### src/rtl/mem_line_requester_if.sv
// Cache-side request port plus the main-memory VALID/READY/LOAD/STORE/ACK bus.
// master = the line requester, slave = the cache controller and memory responder side.
interface mem_line_requester_if;
    logic        req_valid;
    logic        req_write;
    logic [31:0] req_addr;
    logic [31:0] req_wdata;
    logic        req_ready;
    logic        line_we;
    logic [2:0]  line_idx;
    logic [31:0] line_data;
    logic        done;
    logic        err;
    logic        valid;
    logic        load;
    logic        store;
    logic        ready;
    logic [31:0] mem_wdata;
    logic        ack_addr;
    logic [31:0] mem_rdata;
    logic [3:0]  ack_data_in;
    logic [3:0]  ack_data_out;

    modport master (
        input  req_valid, req_write, req_addr, req_wdata, ready, mem_rdata, ack_data_in,
        output req_ready, line_we, line_idx, line_data, done, err,
               valid, load, store, mem_wdata, ack_addr, ack_data_out
    );

    modport slave (
        output req_valid, req_write, req_addr, req_wdata, ready, mem_rdata, ack_data_in,
        input  req_ready, line_we, line_idx, line_data, done, err,
               valid, load, store, mem_wdata, ack_addr, ack_data_out
    );
endinterface

### src/rtl/mem_line_requester.sv
// Turns one cache miss (line refill) or word store into a main-memory bus transaction.
// Latency: best case one refill word per two cycles; backpressure: req_ready low until DONE/ERR.
module mem_line_requester #(
    parameter int LINE_WORDS     = 8,
    parameter int TIMEOUT_CYCLES = 1024
) (
    input  logic                 clk,
    input  logic                 rst_n,
    mem_line_requester_if.master bus
);
    typedef enum logic [2:0] {IDLE, REQ, ADDR, RX, TX, FIN} state_t;

    localparam int          CW        = $clog2(TIMEOUT_CYCLES + 1);
    localparam logic [CW-1:0] TMO_LAST = CW'(TIMEOUT_CYCLES - 1);
    localparam logic [31:0] LOAD_MASK = ~32'(LINE_WORDS * 4 - 1);
    localparam logic [2:0]  LAST_IDX  = 3'(LINE_WORDS - 1);

    state_t        state, state_nxt;
    logic [CW-1:0] tmo_cnt;
    logic          wr_q;
    logic [31:0]   addr_q;
    logic [31:0]   wdata_q;
    logic [2:0]    k_q;
    logic          line_we_q;
    logic [2:0]    line_idx_q;
    logic [31:0]   line_data_q;
    logic [3:0]    ack_out_q;
    logic          done_q;
    logic          err_q;
    logic          capture;
    logic          timeout;
    logic          bus_active;

    assign bus.line_we      = line_we_q;
    assign bus.line_idx     = line_idx_q;
    assign bus.line_data    = line_data_q;
    assign bus.ack_data_out = ack_out_q;
    assign bus.done         = done_q;
    assign bus.err          = err_q;

    always_comb begin
        state_nxt     = state;
        capture       = 1'b0;
        timeout       = 1'b0;
        bus.req_ready = 1'b0;
        bus.mem_wdata = '0;
        bus.ack_addr  = 1'b0;
        bus_active    = (state == REQ) || (state == ADDR) || (state == RX) || (state == TX);
        bus.valid     = bus_active;
        bus.load      = bus_active && !wr_q;
        bus.store     = bus_active && wr_q;

        case (state)
            IDLE: begin
                bus.req_ready = 1'b1;
                if (bus.req_valid) state_nxt = REQ;
            end
            REQ: begin
                if (bus.ready) state_nxt = ADDR;
            end
            ADDR: begin
                bus.mem_wdata = addr_q;
                bus.ack_addr  = 1'b1;
                if (bus.ack_data_in == 4'd0) state_nxt = wr_q ? TX : RX;
            end
            RX: begin
                // The cycle after a capture is the echo cycle; no new word is taken then.
                if (line_we_q && line_idx_q == LAST_IDX) begin
                    state_nxt = FIN;
                end else if (!line_we_q && bus.ack_data_in == {1'b0, k_q}) begin
                    capture = 1'b1;
                end
            end
            TX: begin
                bus.mem_wdata = wdata_q;
                if (bus.ack_data_in == 4'd1) state_nxt = FIN;
            end
            FIN: begin
                if (!bus.ready) state_nxt = IDLE;
            end
            default: state_nxt = IDLE;
        endcase

        if (state != IDLE && state_nxt == state && !capture && tmo_cnt == TMO_LAST) begin
            timeout   = 1'b1;
            state_nxt = IDLE;
        end
    end

    always_ff @(posedge clk) begin
        if (!rst_n) begin
            state       <= IDLE;
            tmo_cnt     <= '0;
            wr_q        <= 1'b0;
            addr_q      <= '0;
            wdata_q     <= '0;
            k_q         <= '0;
            line_we_q   <= 1'b0;
            line_idx_q  <= '0;
            line_data_q <= '0;
            ack_out_q   <= 4'b1000;
            done_q      <= 1'b0;
            err_q       <= 1'b0;
        end else begin
            state <= state_nxt;

            if (state_nxt != state || capture) begin
                tmo_cnt <= '0;
            end else if (state != IDLE) begin
                tmo_cnt <= tmo_cnt + 1'b1;
            end

            if (state == IDLE && bus.req_valid) begin
                wr_q    <= bus.req_write;
                addr_q  <= bus.req_write ? (bus.req_addr & ~32'd3) : (bus.req_addr & LOAD_MASK);
                wdata_q <= bus.req_wdata;
            end

            if (state == ADDR) begin
                k_q <= '0;
            end else if (capture) begin
                k_q <= k_q + 1'b1;
            end

            line_we_q <= capture;
            ack_out_q <= capture ? {1'b0, k_q} : 4'b1000;
            if (capture) begin
                line_idx_q  <= k_q;
                line_data_q <= bus.mem_rdata;
            end

            done_q <= (state == FIN) && (state_nxt == IDLE) && !timeout;
            err_q  <= timeout;
        end
    end
endmodule
### src/flat_wrapper.sv
// flat-port wrapper written by rule: the top's interface ports become plain ports
module mem_line_requester_flat 
#(
    parameter int LINE_WORDS     = 8,
    parameter int TIMEOUT_CYCLES = 1024
)
  (clk, rst_n, bus_req_valid, bus_req_write, bus_req_addr, bus_req_wdata, bus_ready, bus_mem_rdata, bus_ack_data_in, bus_req_ready, bus_line_we, bus_line_idx, bus_line_data, bus_done, bus_err, bus_valid, bus_load, bus_store, bus_mem_wdata, bus_ack_addr, bus_ack_data_out);
  mem_line_requester_if bus_i ();
  input  logic clk;
  input  logic rst_n;
  input wire logic [$bits(bus_i.req_valid)-1:0] bus_req_valid;
  input wire logic [$bits(bus_i.req_write)-1:0] bus_req_write;
  input wire logic [$bits(bus_i.req_addr)-1:0] bus_req_addr;
  input wire logic [$bits(bus_i.req_wdata)-1:0] bus_req_wdata;
  input wire logic [$bits(bus_i.ready)-1:0] bus_ready;
  input wire logic [$bits(bus_i.mem_rdata)-1:0] bus_mem_rdata;
  input wire logic [$bits(bus_i.ack_data_in)-1:0] bus_ack_data_in;
  output wire logic [$bits(bus_i.req_ready)-1:0] bus_req_ready;
  output wire logic [$bits(bus_i.line_we)-1:0] bus_line_we;
  output wire logic [$bits(bus_i.line_idx)-1:0] bus_line_idx;
  output wire logic [$bits(bus_i.line_data)-1:0] bus_line_data;
  output wire logic [$bits(bus_i.done)-1:0] bus_done;
  output wire logic [$bits(bus_i.err)-1:0] bus_err;
  output wire logic [$bits(bus_i.valid)-1:0] bus_valid;
  output wire logic [$bits(bus_i.load)-1:0] bus_load;
  output wire logic [$bits(bus_i.store)-1:0] bus_store;
  output wire logic [$bits(bus_i.mem_wdata)-1:0] bus_mem_wdata;
  output wire logic [$bits(bus_i.ack_addr)-1:0] bus_ack_addr;
  output wire logic [$bits(bus_i.ack_data_out)-1:0] bus_ack_data_out;
  assign bus_i.req_valid = bus_req_valid;
  assign bus_i.req_write = bus_req_write;
  assign bus_i.req_addr = bus_req_addr;
  assign bus_i.req_wdata = bus_req_wdata;
  assign bus_i.ready = bus_ready;
  assign bus_i.mem_rdata = bus_mem_rdata;
  assign bus_i.ack_data_in = bus_ack_data_in;
  assign bus_req_ready = bus_i.req_ready;
  assign bus_line_we = bus_i.line_we;
  assign bus_line_idx = bus_i.line_idx;
  assign bus_line_data = bus_i.line_data;
  assign bus_done = bus_i.done;
  assign bus_err = bus_i.err;
  assign bus_valid = bus_i.valid;
  assign bus_load = bus_i.load;
  assign bus_store = bus_i.store;
  assign bus_mem_wdata = bus_i.mem_wdata;
  assign bus_ack_addr = bus_i.ack_addr;
  assign bus_ack_data_out = bus_i.ack_data_out;
  mem_line_requester #(.LINE_WORDS(LINE_WORDS), .TIMEOUT_CYCLES(TIMEOUT_CYCLES)) u_core (.clk(clk), .rst_n(rst_n), .bus(bus_i));
endmodule
### config.mk
export PLATFORM = sky130hd
export DESIGN_NAME = mem_line_requester_flat
export DESIGN_NICKNAME = d
export VERILOG_FILES = /design/src/rtl/mem_line_requester_if.sv /design/src/rtl/mem_line_requester.sv /design/src/flat_wrapper.sv
export SDC_FILE = /design/constraint.sdc
export NUM_CORES = 1
export LEC_CHECK = 0
export CAP_MARGIN = 10
export CORE_MARGIN = 2
export CORE_UTILIZATION = 54
export CTS_CLUSTER_DIAMETER = 100
export DETAILED_ROUTE_END_ITERATION = 8
export DONT_BUFFER_PORTS = 1
export HOLD_SLACK_MARGIN = 0.12
export PLACE_DENSITY = 0.81
export SYNTH_ARGS = -nofsm -noshare
export SYNTH_HDL_FRONTEND = slang
export SYNTH_SLANG_ARGS = --single-unit
export TNS_END_PERCENT = 1
### constraint.sdc
create_clock -name clk -period 3.3 [get_ports clk]
set_clock_uncertainty 0.1 [all_clocks]
set_input_delay 0.66 -clock clk [delete_from_list [all_inputs] [get_ports clk]]
set_output_delay 0.66 -clock clk [all_outputs]
set_load 0.05 [all_outputs]
==> run metrics, run 1 <==
endpoint of the worst hold path u_core.bus.done$_SDFF_PN0_; clock insertion delay at the later pin of the skew report 0.50 ns; area of combinational cells with multiple inputs around 2300 um^2; initial cell density of the core 0.546; setup repair after global routing missed its margin false; Synth Area per Inst a little under 9 um^2; Async S/R FF share, synth 0; DR vias/cell 5.70; Least-Margin Pin Slew ~0.82 ns; final worst path period share 0.899; Crit-path slowest cell a22o_1; # nets final 675; endpoint of the lowest-slack register-to-register path u_core.bus.line_data[23]$_SDFFE_PN0P_; total global routing track utilization 0.220; die height 100 um; worst IR drop on VDD roughly 0.37 mV; largest net degree at the start of global routing 64; biggest cell delay along the critical path 0.58 ns; vias in the first global route 3649; worst hold slack after final layout around 0.17 ns; crit path DAT between 2 and 2.5 ns; worst reg2reg startpoint u_core.state[0]$_SDFF_PN0_; Area Growth Syn to Fin 13.5%; Placer Congestion a little over 0.8; hold buffer count at cts 0; mean routed wirelength per cell 16.0 um; number of synthesized register bits around 120; Total Routed Length ~11000 um; number of gates resized after CTS 0; level count of the clock H-tree 4; aggregate negative setup slack 0 ns; area of the die approximately 10000 um^2; Synthesis Warnings 0; maximum root-to-sink buffer count 2; Static Leak ~2.1 nW; worst hold-check path type in -> reg; Max Transition Viols Final 0; sequential-to-total area share from yosys stat 0.491; top fanout value on the critical path 31; share of cells above drive strength 1 0.112; headroom to the max-slew limit 0.455; main flop type after synthesis dfxtp_1; clock transition time at the flip-flop clock pins of the worst setup and hold paths ~0.060 ns; Buf+Inv Stages, Crit Path 1; number of standard cells in the layout, taps in and fillers out approximately 690; HPWL Detailed 7570 um; power after layout between 0.003 and 0.004 W; maximum clock frequency ~340 MHz; number of different library cells in the post-synthesis netlist 45; Synth Net Count just under 700; count of buffers added by post-CTS timing repair for setup 0; clock tree root buffer cell clkbuf_8; max_cap viols 0; total congestion overflow after global routing 0; die outline width between 90 and 100 um; kind of cell with the highest combined delay on the critical path compound AO/OA/AOI/OAI gates; first-pass GRT wire length about 17000 um; Post-DRT Antenna Nets 0; minimum period implied by the final worst setup slack approximately 3.0 ns; count of buffers inserted at the top-level ports 0; final setup vio count 0; number of vias in the routed layout between 3000 and 4000; hold-critical path depth 2; TritonCTS Sinks around 120; clock tree from TritonCTS done; required time at the worst-slack endpoint 2.54 ns; start-to-end type of the worst setup path reg -> out; reg-to-reg setup timing slack approximately 0.84 ns; number of inserted diodes 0; Synth Instances around 580; type of origin of the critical path register; synthesized area 4970 um^2; count of cells along the worst register-to-register path 6; endpoints failing hold 0; ports placed on the boundary 184; DR DRC count 0; result of the run finished clean; Worst Hold Launch rst_n; power per cell area approximately 650 nW/um^2; EDFF count, synth 0; placeable core region ~9000 um^2; number of instances in the placed design 660; total CTS buffers 17; first-pass iteration count of the detailed router 4; number of fillers in the final layout 784; number of antenna violations at the first check in global routing 0; standard-cell row count 35; crit path capture type primary output; register area about 2400 um^2; DRC violation total after the first TritonRoute iteration ~200; chain of cells forming the critical path nor2_4, buf_4, a22o_1
## Yosys cell counts, types with 2 or more instances
cell type / count / area share
a21oi_1: 66 / 0.066
a21oi_2: 2 / 0.0035
a22o_1: 30 / 0.053
and2_1: 7 / 0.0088
and3_1: 4 / 0.0050
buf_2: 12 / 0.012
buf_4: 2 / 0.0030
buf_6: 2 / 0.0045
clkbuf_1: 22 / 0.017
dfxtp_1: 122 / 0.49
ha_1: 2 / 0.0050
inv_1: 5 / 0.0038
mux2i_1: 37 / 0.074
nand2_1: 136 / 0.10
nand2b_1: 3 / 0.0038
nand3_1: 7 / 0.0070
nand4_1: 6 / 0.0075
nor2_1: 55 / 0.041
nor2_2: 5 / 0.0063
nor2b_1: 5 / 0.0063
nor3_1: 3 / 0.0030
nor3b_1: 3 / 0.0045
nor4_1: 3 / 0.0038
o21ai_0: 4 / 0.0040
o31ai_1: 2 / 0.0030
xnor2_1: 6 / 0.011
xor2_1: 6 / 0.011
## cells in the final DEF, fill, tap and decap left out, types with 2 or more instances in the layout
cell        Yosys  layout
a21oi_1        66      66
a21oi_2         2       2
a22o_1         30      30
and2_1          7       5
and2_2          0       2
and3_1          4       4
buf_4           2      13
bufinv_16       0       3
clkbuf_16       0      16
clkbuf_8        0       2
clkinv_4        0       3
clkinvlp_4      0       4
dfxtp_1       122     122
ha_1            2       2
inv_1           5       5
inv_6           0       2
mux2i_1        37      37
nand2_1       136     135
nand2b_1        3       3
nand3_1         7       7
nand4_1         6       6
nor2_1         55      54
nor2_2          5       5
nor2b_1         5       5
nor3_1          3       2
nor3_2          1       2
nor3b_1         3       3
nor4_1          3       3
o21ai_0         4       4
o31ai_1         2       2
xnor2_1         6       6
xor2_1          6       6
## how the worst max path moves through the flow
stage	end	start	slack, ns	cells after the start
floorplan	bus_load	u_core.state[1]$_SDFF_PN0_	0.09	5
global placement	bus_mem_wdata[29]	u_core.state[0]$_SDFF_PN0_	0.88	3
detailed placement	u_core.bus.line_data[27]$_SDFFE_PN0P_	u_core.state[0]$_SDFF_PN0_	0.86	6
CTS	bus_mem_wdata[29]	u_core.state[0]$_SDFF_PN0_	0.32	3
global route	bus_load	u_core.state[0]$_SDFF_PN0_	0.17	5
finish	bus_mem_wdata[29]	u_core.state[0]$_SDFF_PN0_	0.33	3
## registers in the layout (all words and copies together), names as in the netlist
| signal | cells |
|---|---|
| u_core.wr_q | 1 |
| u_core.addr_q | 30 |
| u_core.k_q | 3 |
| u_core.tmo_cnt | 11 |
| u_core.bus.line_idx | 3 |
| u_core.state | 3 |
| u_core.bus.err | 1 |
| u_core.wdata_q | 32 |
| u_core.bus.done | 1 |
| u_core.bus.line_we | 1 |
| u_core.bus.ack_data_out | 4 |
| u_core.bus.line_data | 32 |
## cell type report
class / instances / share of cell area
clock buffer: 19 / 0.0765
multi-input combinational: 408 / 0.415
timing repair buffer: 13 / 0.0173
tap: 111 / 0.0246
inverter: 6 / 0.00399
clock inverter: 13 / 0.0299
sequential: 122 / 0.433
## per-stage QoR
stage | area [um^2] | utilization | worst slack (ns)
floorplan | 4970 | - | 0.0925
global placement | 5040 | 0.554 | 0.883
detailed placement | 5040 | 0.554 | 0.860
CTS | 5640 | 0.620 | 0.318
global route | 5640 | 0.620 | 0.174
finish | 5640 | 0.620 | 0.334
## power by group
part | leakage, nW | switching [W] | internal, W
combinational | 0.777 | 0.000179 | 0.0000785
clock | 0.281 | 0.000670 | 0.00118
sequential | 0.993 | 0.0000374 | 0.00153
total | 2.05 | 0.000887 | 0.00279
## layer usage
metal,up-vias,global-route usage,share of wire
li1,1941,-,-
met5,-,0,0
met2,153,0.357,0.51
met3,14,0.0738,0.054
met1,1838,0.266,0.42
met4,0,0.0980,0.015
## cell families after synthesis
logic type,synth area share
XOR/XNOR,0.0211
adder cells (fa/ha/maj),0.00503
multiplexers,0.0744
flip-flops,0.491
AO/OA/AOI/OAI,0.154
buffers and inverters,0.0417
AND/OR/NAND/NOR,0.213
No activity file was read; power rests on OpenSTA's default activity.
==> run 2: changes to the inputs <==
- GPL_TIMING_DRIVEN: not set -> 0
- HOLD_SLACK_MARGIN: 0.12 -> 0.06
==> run 2 against run 1 <==
Effect of this change:
- via count grew 7.5%
- non-clock buffer count grew 26
- largest power group unchanged
- largest cell class unchanged
- worst setup slack got worse by 0.26 ns
- critical endpoint is now bus_mem_wdata[3]
- clock power shrank 6%
- first-iteration DRC count up 30%
- global-route usage up 4.8 points
==> run metrics, run 2 (same netlist as run 1, synthesis figures left out) <==
Placer Congestion 0.863; maximum root-to-sink buffer count 2; die outline width ~100 um; worst hold slack after final layout between 0.15 and 0.2 ns; first-pass iteration count of the detailed router 5; area of combinational cells with multiple inputs between 2000 and 2500 um^2; global-route track usage on met3 0.0864; most common library cell in the layout ignoring fill and taps nand2_1; Least-Margin Pin Slew between 1 and 1.5 ns; Global Route met2 Usage 0.448; power per cell area between 600 and 700 nW/um^2; top fanout value on the critical path 10; portion of total power attributed to sequential cells 0.436; Buf+Inv Stages, Crit Path 3; worst reg2reg startpoint u_core.state[1]$_SDFF_PN0_; final worst path period share 0.978; total global routing track utilization 0.268; start-to-end type of the worst setup path reg -> out; DRC violation total after the first TritonRoute iteration roughly 260; mean routed wirelength per cell 18.8 um; placeable core region a little over 9000 um^2; HPWL Detailed roughly 9600 um; switching power total 0.000943 W; last element of the critical path bus_mem_wdata[3]; final setup margin 0.0723 ns; chain of cells forming the critical path buf_2, inv_1, nor3_1, buf_2, a22o_2; initial cell density of the core 0.546; Post-DRT Antenna Nets 0; Static Leak approximately 2.1 nW; max_cap viols 0; count of buffers inserted at the top-level ports 0; vias in the first global route 4143; Total Routed Length between 10000 and 15000 um; DR vias/cell 5.91; worst hold-check path type in -> reg; result of the run finished clean; internal power 0.00265 W; clock transition time at the flip-flop clock pins of the worst setup and hold paths 0.06 ns; endpoints failing hold 0; source of the critical timing path u_core.state[2]$_SDFF_PN0_; setup repair after global routing missed its margin true; Post-Place Worst Slack -0.124 ns; DR DRC count 0; level count of the clock H-tree 4; switch share 0.262; first-pass GRT wire length approximately 21000 um; # nets final ~700; headroom to the max-slew limit 0.182; most frequent cell on the critical path buf_2; Placement Cell Area between 5000 and 6000 um^2; Clk network pwr share 0.484; ports placed on the boundary between 150 and 200; share of cells above drive strength 1 0.166; highest-count cells in the layout ignoring fill and taps nand2_1 (136), dfxtp_1 (122), a21oi_1 (66), nor2_1 (55), mux2i_1 (37); logic depth of the worst path, buffers included 5; busiest grt layer met2; maximum clock frequency between 300 and 400 MHz; type of origin of the critical path register; crit path DAT 2.47 ns; relative contribution of combinational cells to total power 0.080; number of fillers in the final layout between 700 and 800; reg-to-reg setup timing slack 0.35 ns; final setup vio count 0; Crit-path slowest cell dfxtp_1; Max Transition Viols Final 0; biggest cell delay along the critical path around 0.45 ns; crit path capture type primary output; Area Growth Syn to Fin 15.5%; endpoint of the lowest-slack register-to-register path u_core.addr_q[23]$_SDFFE_PN0P_; total congestion overflow after global routing 0; final core area utilization 0.631; count of cells along the worst register-to-register path 7; standard-cell row count 35; area of the die between 9000 and 10000 um^2; kind of cell with the highest combined delay on the critical path buffers and inverters; total CTS buffers 17; die height about 100 um; number of antenna violations at the first check in global routing 0; worst IR drop on VDD about 0.38 mV; number of inserted diodes 0; required time at the worst-slack endpoint 2.54 ns; largest net degree at the start of global routing 17; register area 2440 um^2; clock tree root buffer cell clkbuf_8; count of buffers added by post-CTS timing repair for setup 0; post-layout instance area roughly 5700 um^2; met1 Use GR 0.320; number of vias in the routed layout 4243; clock insertion delay at the later pin of the skew report a little over 0.5 ns; TritonCTS Sinks approximately 120; clock tree from TritonCTS done; minimum period implied by the final worst setup slack about 3.2 ns
[run 2: repair_timing]
item | in CTS | in global routing
endpoints found under the setup margin | 32 | 32
resized for setup | 37 | 4
pin swaps | 0 | 0
hold buffers | 0 | 0
[run 2: cell type report]
cell class	instances	area share
multi-input cells	408	0.416
clock buffers	18	0.0744
well taps	111	0.0242
clock inverters	14	0.0239
plain buffers	39	0.0331
inverters	6	0.00392
flip-flops and latches	122	0.425
[run 2: how the worst min path moves through the flow]
stage,startpoint,end,slack [ns],cells after the start
final,rst_n,u_core.bus.ack_data_out[3]$_SDFF_PN1_,0.18,1
after global routing,bus_req_wdata[20],u_core.wdata_q[20]$_SDFFE_PN0P_,0.17,2
after CTS,rst_n,u_core.bus.ack_data_out[3]$_SDFF_PN1_,0.16,1
after detailed placement,u_core.addr_q[13]$_SDFFE_PN0P_,u_core.addr_q[13]$_SDFFE_PN0P_,0.35,2
after floorplan,u_core.wdata_q[0]$_SDFFE_PN0P_,u_core.wdata_q[0]$_SDFFE_PN0P_,0.33,2
after global placement,u_core.addr_q[2]$_SDFFE_PN0P_,u_core.addr_q[2]$_SDFFE_PN0P_,0.34,2
[run 2: metal layers]
| layer | wire length (um) | part of all wire |
|---|---|---|
| met5 | 0 | 0 |
| met4 | 405 | 0.030 |
| met3 | 1130 | 0.084 |
| met2 | 6670 | 0.50 |
| met1 | 5270 | 0.39 |
[run 2: power by group through the flow]
stage	registers, W	logic, W	clock network, W
final	0.00157	0.000289	0.00174
after global routing	0.00157	0.000320	0.00182
after CTS	0.00156	0.000285	0.00175
after detailed placement	0.00160	0.000277	0
after global placement	0.00159	0.000268	0
after floorplan	0.00159	0.000219	0
[run 2: through the flow]
step / TNS [ns] / std cells / power, W
after floorplan: 0 / 575 / 0.00181
after global placement: -0.0898 / 686 / 0.00186
after detailed placement: -0.124 / 686 / 0.00187
after CTS: -0.00102 / 718 / 0.00360
after global routing: -1.12 / 718 / 0.00371
final: 0 / 718 / 0.00359
==> run 3: changes to the inputs <==
--- a/config.mk
+++ b/config.mk
@@ -7,2 +7,3 @@
 export LEC_CHECK = 0
+export ABC_CLOCK_PERIOD_IN_PS = 3300
 export CAP_MARGIN = 10
--- a/constraint.sdc
+++ b/constraint.sdc
@@ -4,2 +4,2 @@
 set_output_delay 0.66 -clock clk [all_outputs]
-set_load 0.05 [all_outputs]
+set_load 0.005 [all_outputs]
==> run 3 against run 2 <==
Effect of this change:
- global-route usage down 0.38 points
- routed wire length shrank 1.6%
- worst hold slack got worse by 0.0042 ns
- cell count is the same
- sequential power about the same
- final area shrank 1.2%
- maximum frequency is 0.30% higher
- combinational power fell by 15%
- clock power hardly changed
- register-to-register slack improved by 0.63 ns
- die area did not move
- non-clock buffer count stayed put
- critical endpoint is now bus_mem_wdata[29]
==> run metrics, run 3 (same netlist as run 1, synthesis figures left out) <==
result of the run finished clean; number of fillers in the final layout around 780; start-to-end type of the worst setup path reg -> out; count of buffers inserted at the top-level ports 0; vias in the first global route about 4100; standard-cell row count 35; maximum root-to-sink buffer count 2; Total Routed Length 13300 um; # nets final 701; power per cell area approximately 620 nW/um^2; largest net degree at the start of global routing 17; mean routed wirelength per cell ~18 um; count of buffers added by post-CTS timing repair for setup 0; post-layout instance area about 5700 um^2; total congestion overflow after global routing 0; TritonCTS Sinks between 100 and 150; Crit-path slowest cell clkbuf_1; final setup margin 0.0820 ns; area of combinational cells with multiple inputs 2320 um^2; source of the critical timing path u_core.state[2]$_SDFF_PN0_; final worst path period share 0.975; biggest cell delay along the critical path 0.49 ns; ports placed on the boundary 184; worst IR drop on VDD between 0.3 and 0.4 mV; type of origin of the critical path register; headroom to the max-slew limit 0.517; highest-count cells in the layout ignoring fill and taps nand2_1 (136), dfxtp_1 (122), a21oi_1 (66), nor2_1 (55), mux2i_1 (37); total global routing track utilization 0.264; clock tree from TritonCTS done; worst hold slack after final layout 0.172 ns; crit path DAT 2.46 ns; Placer Congestion 0.863; reg-to-reg setup timing slack between 0.9 and 1 ns; Post-Place Worst Slack approximately 0.53 ns; first-pass GRT wire length between 20000 and 25000 um; required time at the worst-slack endpoint roughly 2.5 ns; endpoints failing hold 0; total CTS buffers 17; level count of the clock H-tree 4; worst hold-check path type in -> reg; DRC violation total after the first TritonRoute iteration roughly 240; DR DRC count 0; crit path capture type primary output; Placement Cell Area just over 5000 um^2; setup repair after global routing missed its margin true; initial cell density of the core 0.546; clock transition time at the flip-flop clock pins of the worst setup and hold paths 0.06 ns; placeable core region between 9000 and 10000 um^2; final setup vio count 0; share of cells above drive strength 1 0.110; top fanout value on the critical path 10; number of antenna violations at the first check in global routing 0; clock insertion delay at the later pin of the skew report between 0.5 and 0.6 ns; worst reg2reg startpoint u_core.state[1]$_SDFF_PN0_; HPWL Detailed around 9600 um; maximum clock frequency between 300 and 400 MHz; Least-Margin Pin Slew just over 0.7 ns; register area approximately 2400 um^2; max_cap viols 0; endpoint of the lowest-slack register-to-register path u_core.addr_q[23]$_SDFFE_PN0P_; clock tree root buffer cell clkbuf_8; die height 100 um; number of inserted diodes 0; most common library cell in the layout ignoring fill and taps nand2_1; number of vias in the routed layout between 4000 and 5000; first-pass iteration count of the detailed router 5; count of cells along the worst register-to-register path 7; die outline width 100 um; Post-DRT Antenna Nets 0; DR vias/cell 5.92; Max Transition Viols Final 0; Static Leak approximately 2.1 nW; minimum period implied by the final worst setup slack about 3.2 ns; Area Growth Syn to Fin 14.2%; chain of cells forming the critical path buf_2, inv_1, nor3_1, clkbuf_1, a22o_1; area of the die roughly 10000 um^2; last element of the critical path bus_mem_wdata[29]
## run 3: timing repair
action                     in CTS  in global routing
resized for setup               1                  2
setup endpoints to repair       2                 19
hold buffers                    0                  0
## run 3: per-layer routing
| metal | global-route usage | vias up | wire [um] |
|---|---|---|---|
| li1 | - | 2003 | - |
| met3 | 0.0870 | 37 | 1150 |
| met2 | 0.438 | 191 | 6520 |
| met4 | 0.110 | 0 | 393 |
| met1 | 0.315 | 2023 | 5190 |
| met5 | 0 | - | 0 |
## run 3: power breakdown
group	total [W]	leakage (nW)	switching [W]	internal [W]
Combinational	0.000246	0.827	0.000166	0.0000796
Sequential	0.00156	0.993	0.0000329	0.00153
Clock	0.00174	0.273	0.000706	0.00103
## run 3: how the worst min path moves through the flow
stage | cells past startpoint | start | slack, ns | end
after floorplan | 2 | u_core.wdata_q[0]$_SDFFE_PN0P_ | 0.33 | u_core.wdata_q[0]$_SDFFE_PN0P_
after global placement | 2 | u_core.addr_q[2]$_SDFFE_PN0P_ | 0.34 | u_core.addr_q[2]$_SDFFE_PN0P_
after detailed placement | 2 | u_core.addr_q[13]$_SDFFE_PN0P_ | 0.35 | u_core.addr_q[13]$_SDFFE_PN0P_
after CTS | 1 | rst_n | 0.16 | u_core.bus.ack_data_out[3]$_SDFF_PN1_
after global routing | 2 | bus_req_wdata[20] | 0.17 | u_core.wdata_q[20]$_SDFFE_PN0P_
final | 1 | rst_n | 0.17 | u_core.bus.ack_data_out[3]$_SDFF_PN1_
## run 3: worst max-delay path, delay by kind of cell (launching register included)
kind	cells	cell delay (ns)
buffers and inverters	3	0.86
and+or+nand+nor	1	0.36
AOI/OAI and AO/OA	1	0.28
DFF	1	0.45
## run 3: final cells by class
type,count,share of cell area
sequential,122,0.430
multi-input combinational,408,0.409
clock buffer,18,0.0753
buffer,39,0.0330
tap,111,0.0244
clock inverter,14,0.0242
inverter,6,0.00396
## run 3: through the flow
step	setup TNS (ns)	power [W]	cells	utilization
after floorplan	0	0.00177	575	-
after global placement	0	0.00182	686	0.561
after detailed placement	0	0.00184	686	0.561
after CTS	0	0.00356	718	0.624
after global routing	-0.405	0.00366	718	0.624
final	0	0.00355	718	0.624
